$ cat src/rtl/l2cache_flush_pkg.sv
// Shared types for the L2 flush/initialisation sequencer: FSM states and flush modes.
package l2cache_flush_pkg;

    typedef enum logic [3:0] {
        State_Reset      = 4'd0,
        State_ResetWrite = 4'd1,
        State_Idle       = 4'd2,
        State_SetupAddr  = 4'd3,
        State_Check      = 4'd4,
        State_WriteReq   = 4'd5,
        State_WaitResp   = 4'd6,
        State_Invalidate = 4'd7,
        State_Done       = 4'd8
    } state_t;

    localparam logic [1:0] FLUSH_ALL   = 2'd0;
    localparam logic [1:0] FLUSH_LINE  = 2'd1;
    localparam logic [1:0] FLUSH_RANGE = 2'd2;

    // The reserved encoding behaves exactly like a single-line flush.
    function automatic logic [1:0] norm_mode(input logic [1:0] m);
        return (m == 2'd3) ? FLUSH_LINE : m;
    endfunction

endpackage

$ cat src/rtl/l2cache_flush_engine_if.sv
// Request, tag/data RAM and write-back signals of the L2 flush engine.
interface l2cache_flush_engine_if #(
    parameter int abus    = 48,
    parameter int lenbits = 16,
    parameter int waybits = 2
) ();
    logic               req_valid;
    logic [1:0]         req_mode;
    logic [abus-1:0]    req_addr;
    logic [lenbits-1:0] req_len;
    logic               req_ready;

    logic               line_rd;
    logic               line_inv;
    logic [abus-1:0]    line_addr;
    logic [waybits-1:0] line_way;
    logic               line_valid;
    logic               line_dirty;
    logic               line_hit;
    logic [abus-1:0]    line_tag_addr;

    logic               wb_valid;
    logic [abus-1:0]    wb_addr;
    logic               wb_ready;
    logic               wb_resp;
    logic               wb_err;

    logic               done;
    logic               err;

    // Engine side
    modport master (
        input  req_valid, req_mode, req_addr, req_len,
        input  line_valid, line_dirty, line_hit, line_tag_addr,
        input  wb_ready, wb_resp, wb_err,
        output req_ready, line_rd, line_inv, line_addr, line_way,
        output wb_valid, wb_addr, done, err
    );

    // Arbiter / RAM / bus side
    modport slave (
        output req_valid, req_mode, req_addr, req_len,
        output line_valid, line_dirty, line_hit, line_tag_addr,
        output wb_ready, wb_resp, wb_err,
        input  req_ready, line_rd, line_inv, line_addr, line_way,
        input  wb_valid, wb_addr, done, err
    );
endinterface

$ cat src/rtl/l2cache_flush_engine.sv
// Flush/initialisation sequencer for an N-way L2: walks sets/ways, writes back dirty
// lines, invalidates, and reports a sticky write-back error per flush.
module l2cache_flush_engine
    import l2cache_flush_pkg::*;
#(
    parameter int abus    = 48,
    parameter int lnbits  = 5,
    parameter int ibits   = 9,
    parameter int waybits = 2,
    parameter int lenbits = 16
) (
    input  logic                   i_clk,
    input  logic                   i_nrst,
    l2cache_flush_engine_if.master bus
);

    localparam int CW = ibits + waybits;
    localparam logic [abus-1:0] LINE_MASK = {{(abus-lnbits){1'b0}}, {lnbits{1'b1}}};

    typedef struct packed {
        state_t             state;
        logic [1:0]         mode;
        logic [abus-1:0]    addr;
        logic [lenbits-1:0] len;
        logic [lenbits-1:0] line_off;
        logic [CW-1:0]      cnt;
        logic [abus-1:0]    wb_addr;
        logic               err;
    } regs_t;

    localparam regs_t REGS_RESET = '{
        state:    State_Reset,
        mode:     FLUSH_ALL,
        addr:     '0,
        len:      '0,
        line_off: '0,
        cnt:      '0,
        wb_addr:  '0,
        err:      1'b0
    };

    regs_t r, v;

    logic [1:0]      req_mode_n;
    logic            sel;
    logic            way_last;
    logic            flush_last;
    logic            advance;
    logic [abus-1:0] set_addr;
    logic [abus-1:0] off_addr;
    logic [abus-1:0] line_addr_c;

    always_comb begin
        v       = r;
        advance = 1'b0;

        req_mode_n = norm_mode(bus.req_mode);
        sel        = bus.line_valid & ((r.mode == FLUSH_ALL) | bus.line_hit);
        way_last   = &r.cnt[waybits-1:0];
        flush_last = way_last &&
                     ((r.mode == FLUSH_ALL) ? (&r.cnt)
                                            : (r.line_off == (r.len - lenbits'(1))));

        // Set-walk address has zero tag bits; line flushes add the offset modulo 2^abus.
        set_addr = '0;
        set_addr[lnbits +: ibits] = r.cnt[CW-1:waybits];
        off_addr = r.addr + (abus'(r.line_off) << lnbits);
        if (r.mode == FLUSH_ALL || r.state == State_Reset || r.state == State_ResetWrite)
            line_addr_c = set_addr;
        else
            line_addr_c = off_addr;

        case (r.state)
            State_Reset: begin
                v.state = State_ResetWrite;
            end
            State_ResetWrite: begin
                v.cnt = r.cnt + CW'(1);
                if (&r.cnt)
                    v.state = State_Idle;
            end
            State_Idle: begin
                if (bus.req_valid) begin
                    v.mode     = req_mode_n;
                    v.addr     = bus.req_addr & ~LINE_MASK;
                    v.len      = (req_mode_n == FLUSH_LINE) ? lenbits'(1) : bus.req_len;
                    v.cnt      = '0;
                    v.line_off = '0;
                    v.err      = 1'b0;
                    if (req_mode_n == FLUSH_RANGE && bus.req_len == '0)
                        v.state = State_Done;
                    else
                        v.state = State_SetupAddr;
                end
            end
            State_SetupAddr: begin
                v.state = State_Check;
            end
            State_Check: begin
                if (sel && bus.line_dirty) begin
                    v.wb_addr = bus.line_tag_addr;
                    v.state   = State_WriteReq;
                end else if (sel) begin
                    v.state = State_Invalidate;
                end else begin
                    advance = 1'b1;
                end
            end
            State_WriteReq: begin
                if (bus.wb_ready)
                    v.state = State_WaitResp;
            end
            State_WaitResp: begin
                // An errored write-back still drops the line; the error is only reported.
                if (bus.wb_resp) begin
                    v.err   = r.err | bus.wb_err;
                    v.state = State_Invalidate;
                end
            end
            State_Invalidate: begin
                advance = 1'b1;
            end
            State_Done: begin
                v.state = State_Idle;
            end
            default: begin
                v.state = State_Reset;
            end
        endcase

        if (advance) begin
            if (flush_last) begin
                v.state = State_Done;
            end else begin
                v.cnt   = r.cnt + CW'(1);
                v.state = State_SetupAddr;
                if (way_last)
                    v.line_off = r.line_off + lenbits'(1);
            end
        end
    end

    always_ff @(posedge i_clk or negedge i_nrst) begin
        if (!i_nrst)
            r <= REGS_RESET;
        else
            r <= v;
    end

    assign bus.req_ready = (r.state == State_Idle);
    assign bus.line_rd   = (r.state == State_SetupAddr);
    assign bus.line_inv  = (r.state == State_ResetWrite) || (r.state == State_Invalidate);
    assign bus.line_addr = line_addr_c;
    assign bus.line_way  = r.cnt[waybits-1:0];
    assign bus.wb_valid  = (r.state == State_WriteReq);
    assign bus.wb_addr   = r.wb_addr;
    assign bus.done      = (r.state == State_Done);
    assign bus.err       = r.err;

endmodule
$ cat src/flat_wrapper.sv
// flat-port wrapper written by rule: the top's interface ports become plain ports
module l2cache_flush_engine_flat import l2cache_flush_pkg::*;
#(
    parameter int abus    = 48,
    parameter int lnbits  = 5,
    parameter int ibits   = 9,
    parameter int waybits = 2,
    parameter int lenbits = 16
)
  (i_clk, i_nrst, bus_req_valid, bus_req_mode, bus_req_addr, bus_req_len, bus_line_valid, bus_line_dirty, bus_line_hit, bus_line_tag_addr, bus_wb_ready, bus_wb_resp, bus_wb_err, bus_req_ready, bus_line_rd, bus_line_inv, bus_line_addr, bus_line_way, bus_wb_valid, bus_wb_addr, bus_done, bus_err);
  l2cache_flush_engine_if #(.abus(abus), .lenbits(lenbits), .waybits(waybits)) bus_i ();
  input  logic i_clk;
  input  logic i_nrst;
  input wire logic [$bits(bus_i.req_valid)-1:0] bus_req_valid;
  input wire logic [$bits(bus_i.req_mode)-1:0] bus_req_mode;
  input wire logic [$bits(bus_i.req_addr)-1:0] bus_req_addr;
  input wire logic [$bits(bus_i.req_len)-1:0] bus_req_len;
  input wire logic [$bits(bus_i.line_valid)-1:0] bus_line_valid;
  input wire logic [$bits(bus_i.line_dirty)-1:0] bus_line_dirty;
  input wire logic [$bits(bus_i.line_hit)-1:0] bus_line_hit;
  input wire logic [$bits(bus_i.line_tag_addr)-1:0] bus_line_tag_addr;
  input wire logic [$bits(bus_i.wb_ready)-1:0] bus_wb_ready;
  input wire logic [$bits(bus_i.wb_resp)-1:0] bus_wb_resp;
  input wire logic [$bits(bus_i.wb_err)-1:0] bus_wb_err;
  output wire logic [$bits(bus_i.req_ready)-1:0] bus_req_ready;
  output wire logic [$bits(bus_i.line_rd)-1:0] bus_line_rd;
  output wire logic [$bits(bus_i.line_inv)-1:0] bus_line_inv;
  output wire logic [$bits(bus_i.line_addr)-1:0] bus_line_addr;
  output wire logic [$bits(bus_i.line_way)-1:0] bus_line_way;
  output wire logic [$bits(bus_i.wb_valid)-1:0] bus_wb_valid;
  output wire logic [$bits(bus_i.wb_addr)-1:0] bus_wb_addr;
  output wire logic [$bits(bus_i.done)-1:0] bus_done;
  output wire logic [$bits(bus_i.err)-1:0] bus_err;
  assign bus_i.req_valid = bus_req_valid;
  assign bus_i.req_mode = bus_req_mode;
  assign bus_i.req_addr = bus_req_addr;
  assign bus_i.req_len = bus_req_len;
  assign bus_i.line_valid = bus_line_valid;
  assign bus_i.line_dirty = bus_line_dirty;
  assign bus_i.line_hit = bus_line_hit;
  assign bus_i.line_tag_addr = bus_line_tag_addr;
  assign bus_i.wb_ready = bus_wb_ready;
  assign bus_i.wb_resp = bus_wb_resp;
  assign bus_i.wb_err = bus_wb_err;
  assign bus_req_ready = bus_i.req_ready;
  assign bus_line_rd = bus_i.line_rd;
  assign bus_line_inv = bus_i.line_inv;
  assign bus_line_addr = bus_i.line_addr;
  assign bus_line_way = bus_i.line_way;
  assign bus_wb_valid = bus_i.wb_valid;
  assign bus_wb_addr = bus_i.wb_addr;
  assign bus_done = bus_i.done;
  assign bus_err = bus_i.err;
  l2cache_flush_engine #(.abus(abus), .lnbits(lnbits), .ibits(ibits), .waybits(waybits), .lenbits(lenbits)) u_core (.i_clk(i_clk), .i_nrst(i_nrst), .bus(bus_i));
endmodule
$ cat config.mk
export PLATFORM = sky130hd
export DESIGN_NAME = l2cache_flush_engine_flat
export DESIGN_NICKNAME = d
export VERILOG_FILES = /design/src/rtl/l2cache_flush_pkg.sv /design/src/rtl/l2cache_flush_engine_if.sv /design/src/rtl/l2cache_flush_engine.sv /design/src/flat_wrapper.sv
export SDC_FILE = /design/constraint.sdc
export NUM_CORES = 1
export LEC_CHECK = 0
export BUFFER_PORTS_ARGS = -buffer_cell sky130_fd_sc_hd__buf_4
export CAP_MARGIN = 15
export CELL_PAD_IN_SITES_DETAIL_PLACEMENT = 1
export CELL_PAD_IN_SITES_GLOBAL_PLACEMENT = 1
export CORE_MARGIN = 4
export CORE_UTILIZATION = 40
export CTS_CLUSTER_SIZE = 8
export DETAILED_ROUTE_END_ITERATION = 10
export HOLD_SLACK_MARGIN = 0.15
export PLACE_DENSITY = 0.77
export SYNTH_ARGS = -nofsm -noshare
export SYNTH_HDL_FRONTEND = slang
export SYNTH_SLANG_ARGS = --single-unit
$ cat constraint.sdc
create_clock -name i_clk -period 4.2 [get_ports i_clk]
set_input_delay 0.84 -clock i_clk [delete_from_list [all_inputs] [get_ports i_clk]]
set_output_delay 0.84 -clock i_clk [all_outputs]
set_load 0.01 [all_outputs]
# Word-level counts from Yosys, hierarchy flattened

Index checks and enable logic that the tools add are counted.

Bits in registers: 141
Bits of input ports: 123
Output and inout bits: 104
Logic and storage cells: 76

Add/subtract/negate cells: 4
Equal/unequal tests: 20
Mux-type cells: 25
Bitwise gates (word level): 3
Reductions and logical operators: 16

Operator list:

| kind                  | number |
|---|---|
| $mux 97               | 1 |
| $mux 27               | 2 |
| $add 48x21->48        | 1 |
| $mux 16               | 3 |
| $mux 48               | 1 |
| $pmux 4 s9            | 1 |
| $mux 4                | 8 |
| $pmux 11 s2           | 1 |
| $add 16x1->16 const B | 1 |
| $eq 16x16->1          | 1 |
| $eq 4x3->1 const B    | 4 |
| $logic_not 16->1      | 1 |
| $sub 16x1->16 const B | 1 |
| $ne 3x2->1 const B    | 4 |
| $add 11x1->11 const B | 1 |
| $reduce_and 11->1     | 1 |
| $eq 4x2->1 const B    | 2 |
| $reduce_and 2->1      | 3 |
| $reduce_and 6->1      | 1 |
| $mux 1                | 5 |
| $eq 2x2->1 const B    | 2 |
| $eq 4x1->1 const B    | 1 |
| $eq 4x4->1 const B    | 1 |
| $logic_not 4->1       | 1 |
| 13 further kinds      | 20 |

# Depth between registers and ports, before layout

Word-level depth: 10
Gate-level depth with buffers: 12
Depth with buffers taken out: 11

# Least setup slack after synthesis

No wires, ideal clock.

Path type: flip-flop to output port
From: reg u_core.r[60] (netlist bit)
To: out bus_line_addr[43]
Arrival time: 2.904 ns
Required time: 3.360 ns
Path slack: 0.456 ns
Cell stages (with the launch flop): 13
Buffers on the path: 1
Cells stage by stage: dfrtp_1 > ha_1 > inv_1 > fa_1 > nor2b_1 > o21a_1 > o21ai_0 > a211o_1 > a21o_1 > a21o_1 > clkbuf_1 > or4_1 > a21oi_1

Cells in the longest elaborated chain, start to end: 2

RTL lines:

| item                     | line                        | text |
|---|---|---|
| start: declaration       | l2cache_flush_engine.sv:42  | `regs_t r, v;` |
| start signal: assignment | l2cache_flush_engine.sv:147 | `r <= v;` |
| $add 48x21->48           | l2cache_flush_engine.sv:67  | `off_addr = r.addr + (abus'(r.line_off) << lnbits);` |
| $mux 48                  | l2cache_flush_engine.sv:68  | `if (r.mode == FLUSH_ALL \|\| r.state == State_Reset \|\| r.state == State_ResetWrite)` |
| end: declaration         | flat_wrapper.sv:28          | `output wire logic [$bits(bus_i.line_addr)-1:0] bus_line_addr;` |

No other way between the ends.

# Worst setup path in the final report

From: reg u_core.r[97] (netlist bit)
To: out bus_line_addr[39]

The elaborated chain is that of the path after synthesis.

==> impl_metrics.xml <==
<?xml version="1.0" encoding="UTF-8"?>
<metrics>
  <group name="worst_setup_path">
    <metric name="cp.arrival" unit="ns">3.31</metric>
    <metric name="path_max_fanout" unit="">5</metric>
    <metric name="regToRegSetupSlack" unit="ns">0.46</metric>
    <metric name="worstReg2RegStart" unit="">u_core.r[76]</metric>
    <metric name="critical_path.reg2reg.endpoint" unit="">u_core.r[52]</metric>
    <metric name="crit_path_top_delay_cell" unit="">sky130_fd_sc_hd__or4_4</metric>
    <metric name="critPathRequiredTime" unit="ns">3.36</metric>
    <metric name="crit_path_end" unit="">bus_line_addr[39]</metric>
    <metric name="worstSetupStartpointType" unit="">flip-flop</metric>
    <metric name="register_to_register_path_depth" unit="">10</metric>
    <metric name="crit_top_cell" unit="">sky130_fd_sc_hd__a21o_4</metric>
    <metric name="timing.critical_path.slowest_cell_delay" unit="ns">0.48</metric>
    <metric name="critical_path.endpoint_type" unit="">output pin</metric>
    <metric name="worst_setup_path_startpoint" unit="">u_core.r[97]</metric>
    <metric name="timing_worst_setup_path_type" unit="">reg -&gt; out</metric>
    <metric name="list_of_cells_traversed_by_the_critical_path" unit="">ha_4, inv_2, fa_2, nor2b_1, o21a_1, o21ai_2, a211o_1, a21o_4, a21o_4, or4_4, a21oi_2, buf_4</metric>
  </group>
  <group name="place">
    <metric name="gp_congestion" unit="">0.818</metric>
    <metric name="dpl.hpwl" unit="um">19100</metric>
    <metric name="placedInstanceArea" unit="mm2">0.0101</metric>
    <metric name="portBuffers" unit="">216</metric>
  </group>
  <group name="run">
    <metric name="timing.max_cap.violations" unit="">0</metric>
  </group>
  <group name="synth">
    <metric name="ys_seq_elements" unit="">141</metric>
    <metric name="synth_adder_area_share" unit="%">2.98</metric>
    <metric name="syn_area_per_cell" unit="um2">8.80</metric>
    <metric name="yosys.area_share.xor_xnor" unit="%">4.41</metric>
    <metric name="compound_cell_area_share_of_the_yosys_netlist" unit="%">12.7</metric>
    <metric name="netlist-cell-type-count" unit="">67</metric>
    <metric name="yosys_warnings" unit="">0</metric>
    <metric name="synth_async_sr_flop_share" unit="%">100</metric>
    <metric name="synth_enable_flop_cells" unit="">0</metric>
    <metric name="synthesized_area" unit="mm2">0.00865</metric>
    <metric name="post_synth_and_or_nand_nor_area_fraction" unit="%">23.5</metric>
    <metric name="postSynth.topFlopCell" unit="">sky130_fd_sc_hd__dfrtp_1</metric>
    <metric name="synth_mux_area_share" unit="%">7.89</metric>
    <metric name="synthCells" unit="">983</metric>
    <metric name="synth_top_family_by_area" unit="">simple AND/OR/NAND/NOR gates</metric>
    <metric name="synth_seq_area_share" unit="%">40.8</metric>
  </group>
  <group name="global_route">
    <metric name="grt_pass1_vias" unit="">7935</metric>
    <metric name="antenna_violations_before_repair" unit="">0</metric>
    <metric name="grt_start_max_net_pins" unit="">83</metric>
    <metric name="grt.overflow.total" unit="">0</metric>
    <metric name="global_route_wire_length_before_repair" unit="um">41400</metric>
    <metric name="grt.total_usage" unit="%">21.2</metric>
  </group>
  <group name="route">
    <metric name="routed_wire_length_per_instance" unit="um">17.9</metric>
    <metric name="drt_first_iter_violations" unit="">370</metric>
    <metric name="postRouteAntennaNets" unit="">0</metric>
    <metric name="vias" unit="">7718</metric>
    <metric name="drt-vias-per-instance" unit="">5.37</metric>
    <metric name="detailedRoute.firstPassIterationCount" unit="">5</metric>
    <metric name="detail_route.drc_violations" unit="">0</metric>
    <metric name="detail_route.wirelength" unit="um">25700</metric>
  </group>
  <group name="cts">
    <metric name="clock_tree_from_tritoncts" unit="">yes</metric>
    <metric name="numCtsBuffers" unit="">17</metric>
    <metric name="clock_sink_count" unit="">141</metric>
    <metric name="cts.path.max_buffers" unit="">2</metric>
    <metric name="clock_latency_on_the_worst_skew_pair" unit="ns">0.43</metric>
    <metric name="clock_tree.htree_level_count" unit="">4</metric>
    <metric name="clock_tree.root_cell" unit="">sky130_fd_sc_hd__clkbuf_16</metric>
    <metric name="clkTransAtPathRegs" unit="ns">0.07</metric>
  </group>
  <group name="power_and_ir_drop">
    <metric name="peakVddDrop" unit="uV">307</metric>
    <metric name="power_switching" unit="mW">2.98</metric>
    <metric name="seq_power_share" unit="%">34.3</metric>
    <metric name="total_power" unit="mW">7.21</metric>
    <metric name="cellPowerDensity" unit="mW/mm2">661</metric>
    <metric name="power.share.switching" unit="%">41.4</metric>
    <metric name="power_frac_clock" unit="%">20.5</metric>
    <metric name="p_comb_share" unit="%">45.2</metric>
    <metric name="power.static_leakage" unit="nW">5.10</metric>
    <metric name="p_int" unit="mW">4.23</metric>
  </group>
  <group name="layout">
    <metric name="layout.cells.most_common" unit="">sky130_fd_sc_hd__buf_4</metric>
    <metric name="num_antenna_cells" unit="">0</metric>
    <metric name="nets" unit="">1291</metric>
    <metric name="layout.cells.most_common_list" unit="">238 x sky130_fd_sc_hd__buf_4, 211 x sky130_fd_sc_hd__nand2_1, 141 x sky130_fd_sc_hd__dfrtp_1, 50 x sky130_fd_sc_hd__nor2_1, 49 x sky130_fd_sc_hd__mux2_2</metric>
    <metric name="layout-area-overhead-vs-synth" unit="%">26.1</metric>
    <metric name="post_route_cells_drive_above_1_share" unit="%">30.6</metric>
    <metric name="layout.cell_area.non_filler" unit="mm2">0.0109</metric>
  </group>
  <group name="floorplan">
    <metric name="die_height" unit="um">155</metric>
    <metric name="std_cell_rows" unit="">53</metric>
    <metric name="io_pins" unit="">227</metric>
    <metric name="fp.dieArea" unit="mm2">0.0240</metric>
    <metric name="core_region_area" unit="mm2">0.0212</metric>
    <metric name="initial_core_util" unit="%">40.9</metric>
    <metric name="die_width" unit="um">155</metric>
  </group>
  <group name="timing">
    <metric name="slew_headroom" unit="%">27.8</metric>
    <metric name="achievable-frequency" unit="MHz">241</metric>
    <metric name="final-setup-viol-count" unit="">0</metric>
    <metric name="tightest_slew" unit="ns">1.08</metric>
    <metric name="fin_worst_skew" unit="ns">0.0120</metric>
    <metric name="hold_violations" unit="">0</metric>
    <metric name="timing.final.max_slew_violations" unit="">0</metric>
    <metric name="timing.final.crit_period" unit="ns">4.15</metric>
    <metric name="final.period_utilization" unit="%">98.8</metric>
    <metric name="grt_setup_unrepaired" unit="">yes</metric>
  </group>
  <group name="run_status">
    <metric name="run_status" unit="">completed</metric>
  </group>
  <group name="hold_path">
    <metric name="hold_path.class" unit="">in -&gt; async</metric>
  </group>
</metrics>
==> state kept, by name, summed over array words and instances, names as in the netlist <==
signal / flops
u_core.r: 90
u_core.bus.wb_addr: 48
u_core.bus.line_way: 2
u_core.bus.err: 1
==> kinds of logic after synthesis <==
group,Yosys count
XOR/XNOR,42
AND/OR/NAND/NOR,430
buffers and inverters,118
other,1
multiplexers,62
flip-flops,141
adder cells (fa/ha/maj),20
AO/OA/AOI/OAI,169
==> power groups by stage <==
stage	logic (mW)	clock network (mW)	registers, mW
after floorplan	2.38	0	2.26
after global placement	3.13	0	2.45
after detailed placement	3.23	0	2.49
after CTS	3.26	1.52	2.46
after global routing	3.60	1.56	2.57
final	3.25	1.48	2.47
==> cells in the mapped netlist (4+ instances only) <==
cell type                    n  share of area, %
sky130_fd_sc_hd__nor3b_1     4              0.35
sky130_fd_sc_hd__or3_1      15               1.1
sky130_fd_sc_hd__xor2_1     20               2.0
sky130_fd_sc_hd__nand3_1    30               1.7
sky130_fd_sc_hd__nor3_1     28               1.6
sky130_fd_sc_hd__nor2_1     51               2.2
sky130_fd_sc_hd__o31a_1      4              0.41
sky130_fd_sc_hd__and2_1      7              0.51
sky130_fd_sc_hd__nand2_1   212               9.2
sky130_fd_sc_hd__o21ai_0    50               2.9
sky130_fd_sc_hd__inv_1      19              0.82
sky130_fd_sc_hd__xnor2_1    21               2.1
sky130_fd_sc_hd__buf_4      55               4.8
sky130_fd_sc_hd__nor4_1      9              0.65
sky130_fd_sc_hd__mux2_2     49               6.4
sky130_fd_sc_hd__a21o_1     12               1.0
sky130_fd_sc_hd__a21oi_1    40               2.3
sky130_fd_sc_hd__and3_1      9              0.65
sky130_fd_sc_hd__o21a_1      6              0.52
sky130_fd_sc_hd__ha_1       19               2.7
sky130_fd_sc_hd__nand4_1     7              0.51
sky130_fd_sc_hd__clkbuf_1   37               1.6
sky130_fd_sc_hd__dfrtp_1   141                41
sky130_fd_sc_hd__o31ai_1    13               1.1
sky130_fd_sc_hd__or4_1      13               1.1
sky130_fd_sc_hd__mux2i_1    13               1.5
sky130_fd_sc_hd__o211ai_1   11              0.96
sky130_fd_sc_hd__nand2b_1   23               1.7
==> routing by layer <==
metal  vias to the layer above  wire (um)  track usage (%)  share of wire [%]
li1                       3713          -                -                  -
met1                      3733      11900             28.8                 46
met2                       235      11800             34.4                 46
met3                        37       1420             3.48                5.5
met4                         0        624             7.23                2.4
met5                         -          0                0                  0
==> through the flow <==
stage	hold slack, ns	setup TNS (ns)	std cells	worst slack (ns)	util, %
after floorplan	0.450	0	987	0.456	-
after global placement	0.466	0	1392	0.330	48.0
after detailed placement	0.472	0	1392	0.300	48.0
after CTS	0.479	0	1432	0.0145	51.1
after global routing	0.498	-0.229	1436	-0.0563	51.5
final	0.448	0	1436	0.0521	51.5
==> worst max-delay path, delay by kind of cell, from the launching register on <==
family / cells / cell delay [ns]
AND/OR/NAND/NOR: 2 / 0.59
adder cells (fa/ha/maj): 2 / 0.51
AO/OA/AOI/OAI: 6 / 1.18
flip-flops: 1 / 0.40
buffers and inverters: 2 / 0.18
==> how the worst min path moves through the flow <==
stage | from | end | cells past startpoint
after floorplan | u_core.r[100] | u_core.r[100] | 2
after global placement | u_core.r[111] | u_core.r[111] | 2
after detailed placement | u_core.r[111] | u_core.r[111] | 2
after CTS | i_nrst | u_core.bus.wb_addr[17] | 1
after global routing | i_nrst | u_core.bus.wb_addr[17] | 1
final | i_nrst | u_core.bus.wb_addr[17] | 1
==> cell type report <==
cell class / count / area (um2)
sequential: 141 / 3530
tap: 275 / 344
inverter: 19 / 71.3
timing repair buffer: 239 / 1800
clock buffer: 17 / 425
multi-input combinational: 730 / 4580
clock inverter: 15 / 149
fill: 2495 / 10300
==> what timing repair did <==
item | CTS | global route
buffers inserted | 7 | 3
setup endpoints to repair | 8 | 17
hold buffers | 0 | 0
pin swaps | 2 | 11
gates cloned | 1 | 1
resized for setup | 9 | 17
(Power assumes the default switching activity.)
